==> src/rtl/cci_mmio_rsp_merge.sv <==
// cci_mmio_rsp_merge
// Merges CSR-manager and AFU MMIO read responses onto the single c2Tx
// response slot. c2Tx has no back-pressure, so responses that lose the slot
// are parked in a small FIFO and drained one per cycle, oldest first.
// Slot priority: FIFO head, then CSR input, then AFU input.
// Optional statistics: define CCI_MMIO_RSP_MERGE_STATS_EN to build the
// collision counter and the FIFO high-water mark; otherwise both read 0.
module cci_mmio_rsp_merge #(
  parameter int DEPTH     = 8,
  parameter int TID_WIDTH = 9
) (
  input  logic                       clk,
  input  logic                       reset,
  input  logic                       csr_rsp_valid,
  input  logic [TID_WIDTH-1:0]       csr_rsp_tid,
  input  logic [63:0]                csr_rsp_data,
  input  logic                       afu_rsp_valid,
  input  logic [TID_WIDTH-1:0]       afu_rsp_tid,
  input  logic [63:0]                afu_rsp_data,
  output logic                       out_mmioRdValid,
  output logic [TID_WIDTH-1:0]       out_tid,
  output logic [63:0]                out_data,
  output logic                       overflow,
  output logic [$clog2(DEPTH):0]     fifo_count,
  output logic [31:0]                stat_collisions,
  output logic [$clog2(DEPTH):0]     stat_max_occ
);
  localparam int PW = $clog2(DEPTH);
  localparam int CW = PW + 1;
  localparam int EW = TID_WIDTH + 64;

  // FIFO storage, entries are {tid, data}
  logic [EW-1:0] mem [DEPTH];
  logic [PW-1:0] wr_ptr_reg, rd_ptr_reg;
  logic [CW-1:0] count_reg, count_next;

  logic                 out_valid_reg;
  logic [TID_WIDTH-1:0] out_tid_reg;
  logic [63:0]          out_data_reg;
  logic                 overflow_reg;

  logic                 pop;
  logic                 csr_push_req, afu_push_req;
  logic                 csr_push, afu_push, drop;
  logic [CW-1:0]        space;
  logic [1:0]           push_cnt;
  logic                 slot_a_valid, slot_b_valid;
  logic [EW-1:0]        slot_a_data, slot_b_data;
  logic [EW-1:0]        head;
  logic                 sel_valid;
  logic [EW-1:0]        sel_entry;
  logic [DEPTH-1:0]     we_a, we_b;

  assign head = mem[rd_ptr_reg];

  // Slot arbitration, push acceptance and occupancy bookkeeping
  always_comb begin
    pop          = (count_reg != '0);
    // CSR only loses the slot to the FIFO head; AFU loses to head or CSR
    csr_push_req = csr_rsp_valid && pop;
    afu_push_req = afu_rsp_valid && (pop || csr_rsp_valid);
    // Free entries after this cycle's pop; never exceeds DEPTH since pop implies count>0
    space        = CW'(DEPTH) - count_reg + CW'(pop);
    csr_push     = csr_push_req && (space >= CW'(1));
    afu_push     = afu_push_req && (space >= (CW'(1) + CW'(csr_push)));
    drop         = (csr_push_req && !csr_push) || (afu_push_req && !afu_push);
    push_cnt     = 2'(csr_push) + 2'(afu_push);
    // CSR occupies the first write slot when both push
    slot_a_valid = csr_push || afu_push;
    slot_a_data  = csr_push ? {csr_rsp_tid, csr_rsp_data} : {afu_rsp_tid, afu_rsp_data};
    slot_b_valid = csr_push && afu_push;
    slot_b_data  = {afu_rsp_tid, afu_rsp_data};
    count_next   = count_reg + CW'(push_cnt) - CW'(pop);

    sel_valid = 1'b0;
    sel_entry = head;
    if (pop) begin
      sel_valid = 1'b1;
      sel_entry = head;
    end else if (csr_rsp_valid) begin
      sel_valid = 1'b1;
      sel_entry = {csr_rsp_tid, csr_rsp_data};
    end else if (afu_rsp_valid) begin
      sel_valid = 1'b1;
      sel_entry = {afu_rsp_tid, afu_rsp_data};
    end
  end

  // Per-entry write enables for the two write slots (second slot is wr_ptr+1, wrapping)
  genvar gi;
  generate
    for (gi = 0; gi < DEPTH; gi++) begin : g_we
      assign we_a[gi] = slot_a_valid && (wr_ptr_reg == PW'(gi));
      assign we_b[gi] = slot_b_valid && ((wr_ptr_reg + PW'(1)) == PW'(gi));
    end
  endgenerate

  // FIFO storage writes; contents need no reset since pointers define validity
  always_ff @(posedge clk) begin
    for (int i = 0; i < DEPTH; i++) begin
      if (we_a[i])
        mem[i] <= slot_a_data;
      else if (we_b[i])
        mem[i] <= slot_b_data;
    end
  end

  // Pointers, occupancy, sticky overflow and registered output slot
  always_ff @(posedge clk) begin
    if (reset) begin
      wr_ptr_reg    <= '0;
      rd_ptr_reg    <= '0;
      count_reg     <= '0;
      overflow_reg  <= 1'b0;
      out_valid_reg <= 1'b0;
      out_tid_reg   <= '0;
      out_data_reg  <= '0;
    end else begin
      wr_ptr_reg    <= wr_ptr_reg + PW'(push_cnt);
      rd_ptr_reg    <= rd_ptr_reg + PW'(pop);
      count_reg     <= count_next;
      overflow_reg  <= overflow_reg | drop;
      out_valid_reg <= sel_valid;
      if (sel_valid) begin
        out_tid_reg  <= sel_entry[EW-1:64];
        out_data_reg <= sel_entry[63:0];
      end
    end
  end

  assign out_mmioRdValid = out_valid_reg;
  assign out_tid         = out_tid_reg;
  assign out_data        = out_data_reg;
  assign overflow        = overflow_reg;
  assign fifo_count      = count_reg;

`ifdef CCI_MMIO_RSP_MERGE_STATS_EN
  logic [31:0]   stat_collisions_reg;
  logic [CW-1:0] stat_max_occ_reg;

  // Saturating collision counter and occupancy high-water mark
  always_ff @(posedge clk) begin
    if (reset) begin
      stat_collisions_reg <= '0;
      stat_max_occ_reg    <= '0;
    end else begin
      if (slot_a_valid && (stat_collisions_reg != 32'hFFFF_FFFF))
        stat_collisions_reg <= stat_collisions_reg + 32'd1;
      if (count_next > stat_max_occ_reg)
        stat_max_occ_reg <= count_next;
    end
  end

  assign stat_collisions = stat_collisions_reg;
  assign stat_max_occ    = stat_max_occ_reg;
`else
  assign stat_collisions = '0;
  assign stat_max_occ    = '0;
`endif

endmodule

==> config.mk <==
export PLATFORM = sky130hd
export DESIGN_NAME = cci_mmio_rsp_merge
export DESIGN_NICKNAME = d
export VERILOG_FILES = /design/src/rtl/cci_mmio_rsp_merge.sv
export SDC_FILE = /design/constraint.sdc
export NUM_CORES = 1
export LEC_CHECK = 0
export CORE_MARGIN = 1
export CORE_UTILIZATION = 47
export CTS_CLUSTER_DIAMETER = 200
export CTS_CLUSTER_SIZE = 24
export DETAILED_ROUTE_END_ITERATION = 6
export PLACE_DENSITY_LB_ADDON = 0.12
export SLEW_MARGIN = 0
export SYNTH_ARGS = -nofsm -noshare
export SYNTH_HDL_FRONTEND = slang
export SYNTH_SLANG_ARGS = --single-unit
==> constraint.sdc <==
create_clock -name clk -period 14.8 [get_ports clk]
set_input_delay 2.22 -clock clk [delete_from_list [all_inputs] [get_ports clk]]
set_output_delay 2.22 -clock clk [all_outputs]
set_load 0.02 [all_outputs]
Word level (Yosys, flattened, before mapping)
Memory sizes are Yosys's and may differ from the RTL's. A register that Yosys moved wholly into a read port is not among the register bits.
Index checks and enable logic that the tools add are counted.
Operators by class
  equal/unequal tests: 14
  reductions and logical operators: 37
  bitwise gates (word level): 9
  $add $sub $neg: 9
  muxes and demuxes: 74
  order comparisons: 2
Operators with widths (count)
  73-bit 2-to-1 mux: 18
  73-bit OR reduction: 6
  1-bit 2-to-1 mux: 49
  3-bit == test (second input constant): 8
  1-bit logical AND: 23
  3-bit 2-to-1 mux: 7
  3-bit by 2-bit == test with 1-bit output (second input constant): 4
  1-bit bitwise OR: 9
  3-bit by 1-bit == test with 1-bit output (second input constant): 2
  3-bit logical NOT: 2
  4-bit by 1-bit adder with 4-bit output: 1
  4-bit by 2-bit adder with 4-bit output: 1
  4-bit by 1-bit >= comparator with 1-bit output (second input constant): 1
  4-bit by 2-bit >= comparator with 1-bit output: 1
  4-bit nonzero test: 1
  4-bit by 1-bit subtractor with 4-bit output: 1
  4-bit subtractor (first input constant): 1
  3-bit by 1-bit adder with 3-bit output: 1
  3-bit by 1-bit adder with 3-bit output (second input constant): 1
  3-bit by 2-bit adder with 3-bit output: 1
  1-bit logical OR: 3
  1-bit by 1-bit adder with 2-bit output: 1
  1-bit by 1-bit adder with 2-bit output (first input constant): 1
  1-bit logical NOT: 2
Word-level totals
  memory bits (writable): 584
  input bits: 150
  flip-flop bits (word level): 85
  output and inout port bits: 115
  logic and storage cells: 153
  memories: 1
Memory list
  mem: words 8, width 73, rd ports 1, clocked after Yosys merged registers in 1, write ports 2, RTL line 33  | logic [EW-1:0] mem [DEPTH];

Depth between registers and ports, before layout
Gate-level depths: netlist (run 1).
  word-level depth: 17
  gate-level depth with buffers: 28
  mapped depth without buffers: 24

Worst setup path after synthesis (run 1)
Ideal clock, no wire load.
  path type: input to register
  from: in afu_rsp_valid
  to: mem mem[0][0] (netlist bit) (enable)
  path buffers: 2
  slack: 3128 ps
  arrival: 10968 ps
  data required time: 14097 ps
  stages: 6
  setup time: 703 ps
  path through: buf_2 -> buf_1 -> a21boi_0 -> nand2_1 -> ha_1 -> o41ai_1
RTL lines
  start, declared: RTL line 17  | input logic afu_rsp_valid,
  end, declared: RTL line 33

==> flow_metrics.tcl, run 1 <==
set metrics [dict create \
    maxCapViolations 0 \
    dp_hpwl_mm 48.9 \
    post-route-min-period_ns 6.28 \
    drcViolationCount 0 \
    cp.arrival_ns 6.67 \
    ir_drop_mv 0.250 \
    stdcell_area_um2 37600 \
    clkSinkCount 669 \
    gp_congestion 0.779 \
    cts_tree "done" \
    critical_path_class "in -> reg" \
    wl_per_cell_um 27.9 \
    nets 2402 \
    grt_pass1_vias 20294 \
    syn_inst 2140 \
    power_density_nw_per_um2 191 \
    ant_nets 0 \
    core_region_area_um2 71600 \
    synth-seq-cells 669 \
    power_leakage_nw 12.3 \
    drt-total-wl_mm 89.7 \
    slew_violations 0 \
    final_common_cell "edfxtp_1" \
    max_freq_mhz 159 \
    maxSlewHeadroom_pct 25.3 \
    syn2layout_area_growth_pct 10.1 \
    syn_avg_cell_area_um2 15.9 \
    dr.pass1.iters 5 \
    clk_latency_ns 0.64 \
    yosysWarnings 0 \
    largest_reg_flops 584 \
    hold_path.class "reg -> reg" \
    die_y_um 271 \
    post-cts-setup-buffers 0 \
    ios 265 \
    period_share_pct 42.4 \
    dp_cells 3150 \
    initial_utilization_pct 47.6 \
    num_rows 98 \
    synth_edf_count 584 \
    hold_viol_final 0 \
    overflow 0 \
    critPathMaxFanout 50 \
    status "finished clean" \
    finalSetupViolCount 0 \
    vias 19475 \
    cts-resized-gates 0 \
    final_cell_mix "edfxtp_1 (584), mux2_2 (538), clkdlybuf4s50_1 (226), mux4_2 (146), dfxtp_1 (82)" \
    cts_made_buffers 31 \
    holdBufCountCts 0 \
    cts.clk_slew.worst_paths_ns 0.10 \
    fin_worst_skew_ns 0.0130 \
    fin_cells 3213 \
    critPathMaxStageDelay_ns 0.82 \
    synth_area_um2 34100 \
    viasPerCell 6.06 \
    place_area_um2 36700 \
    portBuffers 228 \
    synthArstFlopShare_pct 0 \
    path_buf_inv 3 \
    tightest_slew_ns 1.12 \
    ys_types 46 \
    rsz0062_at_grt "false" \
    cts-root-buf "clkbuf_16" \
    synth_seq_area_share_pct 56.4 \
    crit_path_start_kind "input pin" \
    die_area_um2 73700 \
    worst-endpoint-required_ns 15.19 \
    critical_path.endpoint_type "flip-flop" \
    synthFlopType "edfxtp_1" \
    drive_above_1_share_pct 34.9 \
    path_delay_family "buffers and inverters" \
    fin_setup_tns_ns 0 \
    cp_cell_sequence "clkdlybuf4s50_1, clkinv_2, a21boi_0, nand2_1, ha_1, nor2b_1, o311ai_0, a21oi_4, buf_4, mux2_2" \
    htree_num_levels 1 \
    grt_pass1_wl_mm 134 \
    grt_max_degree 110 \
    critPathSlowestCell "clkdlybuf4s50_1" \
    fin_util_pct 52.5 \
    nFillCells 5887 \
    antenna_found_initial 8 \
    drt_iter0_markers 1511 \
    cts_buffer_depth 3 \
    grt.total_usage_pct 24.2 \
    die_x_um 271 \
]
==> kinds of logic (layout without fill, tap and decap cells) <==
| kind of cell | Yosys count | in the layout | share of synthesized area (%) |
|---|---|---|---|
| AOI/OAI and AO/OA | 246 | 246 | 5.26 |
| xor gates and xnor gates | 4 | 4 | 0.103 |
| adders and majority gates | 19 | 19 | 0.741 |
| buffers and inverters | 264 | 347 | 4.59 |
| DFF | 669 | 669 | 56.4 |
| muxes | 803 | 803 | 31.1 |
| other | 1 | 41 | 0.0110 |
| and+or+nand+nor | 134 | 134 | 1.86 |
==> cell usage after synthesis, types with 46 or more instances <==
| cell | number | share of area (%) |
|---|---|---|
| mux4_2 | 146 | 9.6 |
| mux2_1 | 46 | 1.5 |
| dfxtp_1 | 85 | 5.0 |
| edfxtp_1 | 584 | 51 |
| buf_6 | 52 | 1.7 |
| a21oi_1 | 61 | 0.89 |
| nand2_1 | 76 | 0.84 |
| clkbuf_1 | 88 | 0.97 |
| o22ai_1 | 59 | 1.1 |
| mux2i_1 | 73 | 2.1 |
| mux2_2 | 538 | 18 |
| o211a_1 | 57 | 1.7 |
==> routing by layer <==
layer | vias up | wire length (um) | track usage [%] | share of wire, %
li1 | 8573 | - | - | -
met1 | 10326 | 39300 | 33.2 | 44
met2 | 479 | 44600 | 41.1 | 50
met3 | 91 | 4320 | 3.52 | 4.8
met4 | 6 | 1510 | 4.98 | 1.7
met5 | - | 45 | 0 | 0.050
==> report_power, final <==
group,internal (W),switching (W),leakage (nW)
clock,0.000402,0.000600,0.420
combinational,0.00154,0.00177,5.84
sequential,0.00266,0.000217,6.04
==> cell type report <==
| class | count | area [um^2] | area share (%) |
|---|---|---|---|
| Multi-Input combinational cell | 1242 | 13500 | 36.1 |
| Clock buffer | 56 | 870 | 2.31 |
| Sequential cell | 669 | 19200 | 51.2 |
| Timing Repair Buffer | 273 | 2630 | 6.99 |
| Tap cell | 950 | 1190 | 3.16 |
| Antenna cell | 5 | 12.5 | 0.0333 |
| Clock inverter | 2 | 13.8 | 0.0366 |
| Inverter | 16 | 61.3 | 0.163 |
==> path summary, 6_finish.rpt <==
| kind | cells past startpoint | slack (ns) | from | end |
|---|---|---|---|---|
| setup / recovery | 10 | 8.52 | csr_rsp_valid | mem[3][34] |
| hold / removal | 2 | 0.48 | overflow | overflow |
| setup reg to reg | 21 | 9.03 | fifo_count[2] | mem[3][34] |
| hold reg to reg | 2 | 0.48 | overflow | overflow |
==> metrics by stage <==
stage          setup slack, ns  hold WS [ns]  power (W)
2_1_floorplan             3.13         0.545    0.00534
3_3_place_gp              8.04         0.462    0.00619
3_5_place_dp              7.93         0.463    0.00626
4_1_cts                   8.62         0.486    0.00726
5_1_grt                   8.35         0.511    0.00754
6_report                  8.52         0.483    0.00718
==> worst reg2reg max path, delay by kind of cell, from the launching register on <==
kind                       cells  cell delay (ns)
and+or+nand+nor                8             1.35
AOI/OAI and AO/OA              4             1.35
buffers and inverters          3             0.96
DFF                            1             0.34
adders and majority gates      5             1.08
muxes                          1             0.46
Note: power is estimated with default switching activity, not from simulation.
==> run 2: changes to the inputs <==
==> constraint.sdc (replaced) <==
create_clock -name clk -period 5.95 [get_ports clk]
set_input_delay 0.8925 -clock clk [delete_from_list [all_inputs] [get_ports clk]]
set_output_delay 0.8925 -clock clk [all_outputs]
set_load 0.02 [all_outputs]
==> run 2 against run 1 <==
Compared with the run above: clock-buffer cell count did not move; clock power rose by 150%; via count rose by 1.1%; register-to-register slack got worse by 8.1 ns; worst setup slack got worse by 7.6 ns; critical path type is now reg -> reg; core utilization rose by 0.39 points; clock skew fell by 0.0033 ns; sequential share of layout area fell by 0.36 points; routed wire length rose by 4.3%; largest power group unchanged; combinational power rose to 2.6 times the previous value.
==> flow_metrics.tcl, run 2 (same netlist as run 1, synthesis figures left out) <==
set metrics [dict create \
    drt-total-wl_mm 93.6 \
    nFillCells 5996 \
    maxCapViolations 0 \
    critPathSlowestCell "buf_4" \
    place_area_um2 37000 \
    post-cts-setup-buffers 0 \
    overflow 0 \
    drive_above_1_share_pct 35.6 \
    antenna_found_initial 7 \
    period_share_pct 84.7 \
    initial_utilization_pct 47.6 \
    viasPerCell 6.11 \
    critical_path_class "reg -> reg" \
    fin_setup_tns_ns 0 \
    finalSetupViolCount 0 \
    fin_cells 3226 \
    finalPower_w 0.0181 \
    clkSinkCount 669 \
    final_cell_mix "edfxtp_1 (584), mux2_2 (538), clkdlybuf4s50_1 (226), mux4_2 (146), dfxtp_1 (80)" \
    tightest_slew_ns 1.13 \
    post-route-min-period_ns 5.04 \
    hold_path.class "reg -> reg" \
    stdcell_area_um2 37800 \
    ir_drop_mv 0.380 \
    grt.total_usage_pct 25.1 \
    combinationalPowerShare_pct 47.2 \
    ios 265 \
    power.internal_w 0.0116 \
    p_sw_share_pct 36.2 \
    multi_input_area_um2 13600 \
    nets 2418 \
    vias 19697 \
    status "finished clean" \
    portBuffers 228 \
    core_region_area_um2 71600 \
    slew_violations 0 \
    cts_buffer_depth 3 \
    dr.pass1.iters 5 \
    cp.arrival_ns 5.43 \
    die_x_um 271 \
    wl_per_cell_um 29.0 \
    critical_path.endpoint_type "flip-flop" \
    cts-resized-gates 0 \
    holdBufCountCts 0 \
    die_area_um2 73700 \
    cts-root-buf "clkbuf_16" \
    critPathMaxFanout 30 \
    cts.clk_slew.worst_paths_ns 0.10 \
    power_density_nw_per_um2 479 \
    rsz0062_at_grt "false" \
    max_freq_mhz 198 \
    cp_cell_sequence "inv_1, ha_1, nor3b_2, ha_1, inv_1, ha_1, nor2b_2, buf_4, nand2_2, nand3_4, ha_1, nand2b_1, a21oi_1, nand2_1, and2_1, ha_1, nand2b_1, o311ai_0, a21oi_4, buf_4, mux2_2" \
    grt_pass1_vias 20500 \
    crit_path_start_kind "flip-flop" \
    num_rows 98 \
    critPathMaxStageDelay_ns 0.55 \
    clk_latency_ns 0.63 \
    dp_cells 3166 \
    hold_viol_final 0 \
    grt_pass1_wl_mm 138 \
    gp_congestion 0.754 \
    final_common_cell "edfxtp_1" \
    syn2layout_area_growth_pct 10.9 \
    drcViolationCount 0 \
    grt_max_degree 89 \
    power_leakage_nw 12.4 \
    seq_power_share_pct 39.1 \
    die_y_um 271 \
    dp_hpwl_mm 50.8 \
    ant_nets 0 \
    path_buf_inv 4 \
    worst-endpoint-required_ns 6.34 \
    cts_made_buffers 31 \
    largest_reg_flops 584 \
    fin_worst_skew_ns 0.00968 \
    regArea_um2 19300 \
    maxSlewHeadroom_pct 24.6 \
    cpMostUsedCell "ha_1" \
    drt_iter0_markers 1652 \
    path_delay_family "adder cells" \
    p_switching_w 0.00656 \
    cts_tree "done" \
    htree_num_levels 1 \
    clockPowerShare_pct 13.7 \
]
[run 2: cell types whose count changed in the layout (fill, tap and decap cells not counted), moves of 2 or more]
cell,previous run,this run
diode_2,5,3
buf_12,1,11
dfxtp_1,82,80
buf_4,45,51
[run 2: layout make-up]
cell class	count	area share (%)
diodes	3	0.0198
clock buffers	56	2.30
clock inverters	1	0.0132
inverters	16	0.162
multi-input cells	1242	35.9
flip-flops and latches	669	50.9
well taps	950	3.14
repair buffers	289	7.58
[run 2: per-stage QoR]
| step | hold slack (ns) | util (%) | worst slack [ns] |
|---|---|---|---|
| CTS | 0.509 | 52.8 | 0.934 |
| finish | 0.508 | 52.8 | 0.909 |
| global placement | 0.479 | 51.6 | 1.10 |
| detailed placement | 0.486 | 51.6 | 0.977 |
| floorplan | 0.545 | - | 0.00565 |
| global route | 0.525 | 52.8 | 0.655 |
[run 2: final timing paths]
path | to | startpoint | cells after the start | slack [ns]
setup / recovery | mem[5][69] | fifo_count[2] | 21 | 0.91
setup reg to reg | mem[5][69] | fifo_count[2] | 21 | 0.91
hold / removal | out_data[4] | out_data[4] | 1 | 0.51
hold reg to reg | out_data[4] | out_data[4] | 1 | 0.51
[run 2: power groups by stage]
stage                     Combinational [W]  Clock, W  Sequential (W)
after global routing                0.00908   0.00267         0.00718
after floorplan                     0.00599         0         0.00725
after CTS                           0.00863   0.00254         0.00710
after global placement              0.00850         0         0.00716
after detailed placement            0.00860         0         0.00720
final                               0.00856   0.00248         0.00708
[run 2: worst register-to-register path, cell delays in order, from the launching register on]
cell	delay (ns)
dfxtp_4	0.36
inv_1	0.10
ha_1	0.15
nor3b_2	0.18
ha_1	0.22
inv_1	0.05
ha_1	0.31
nor2b_2	0.12
buf_4	0.28
nand2_2	0.12
nand3_4	0.13
ha_1	0.23
nand2b_1	0.14
a21oi_1	0.20
nand2_1	0.10
and2_1	0.17
ha_1	0.29
nand2b_1	0.22
o311ai_0	0.21
a21oi_4	0.24
buf_4	0.55
mux2_2	0.44
[run 2: layer usage]
metal	up-vias	global-route usage, %	routed length (um)
li1	8580	-	-
met1	10484	34.8	40600
met2	538	43.1	46500
met3	87	2.97	5130
met4	8	4.01	1290
met5	-	0	51
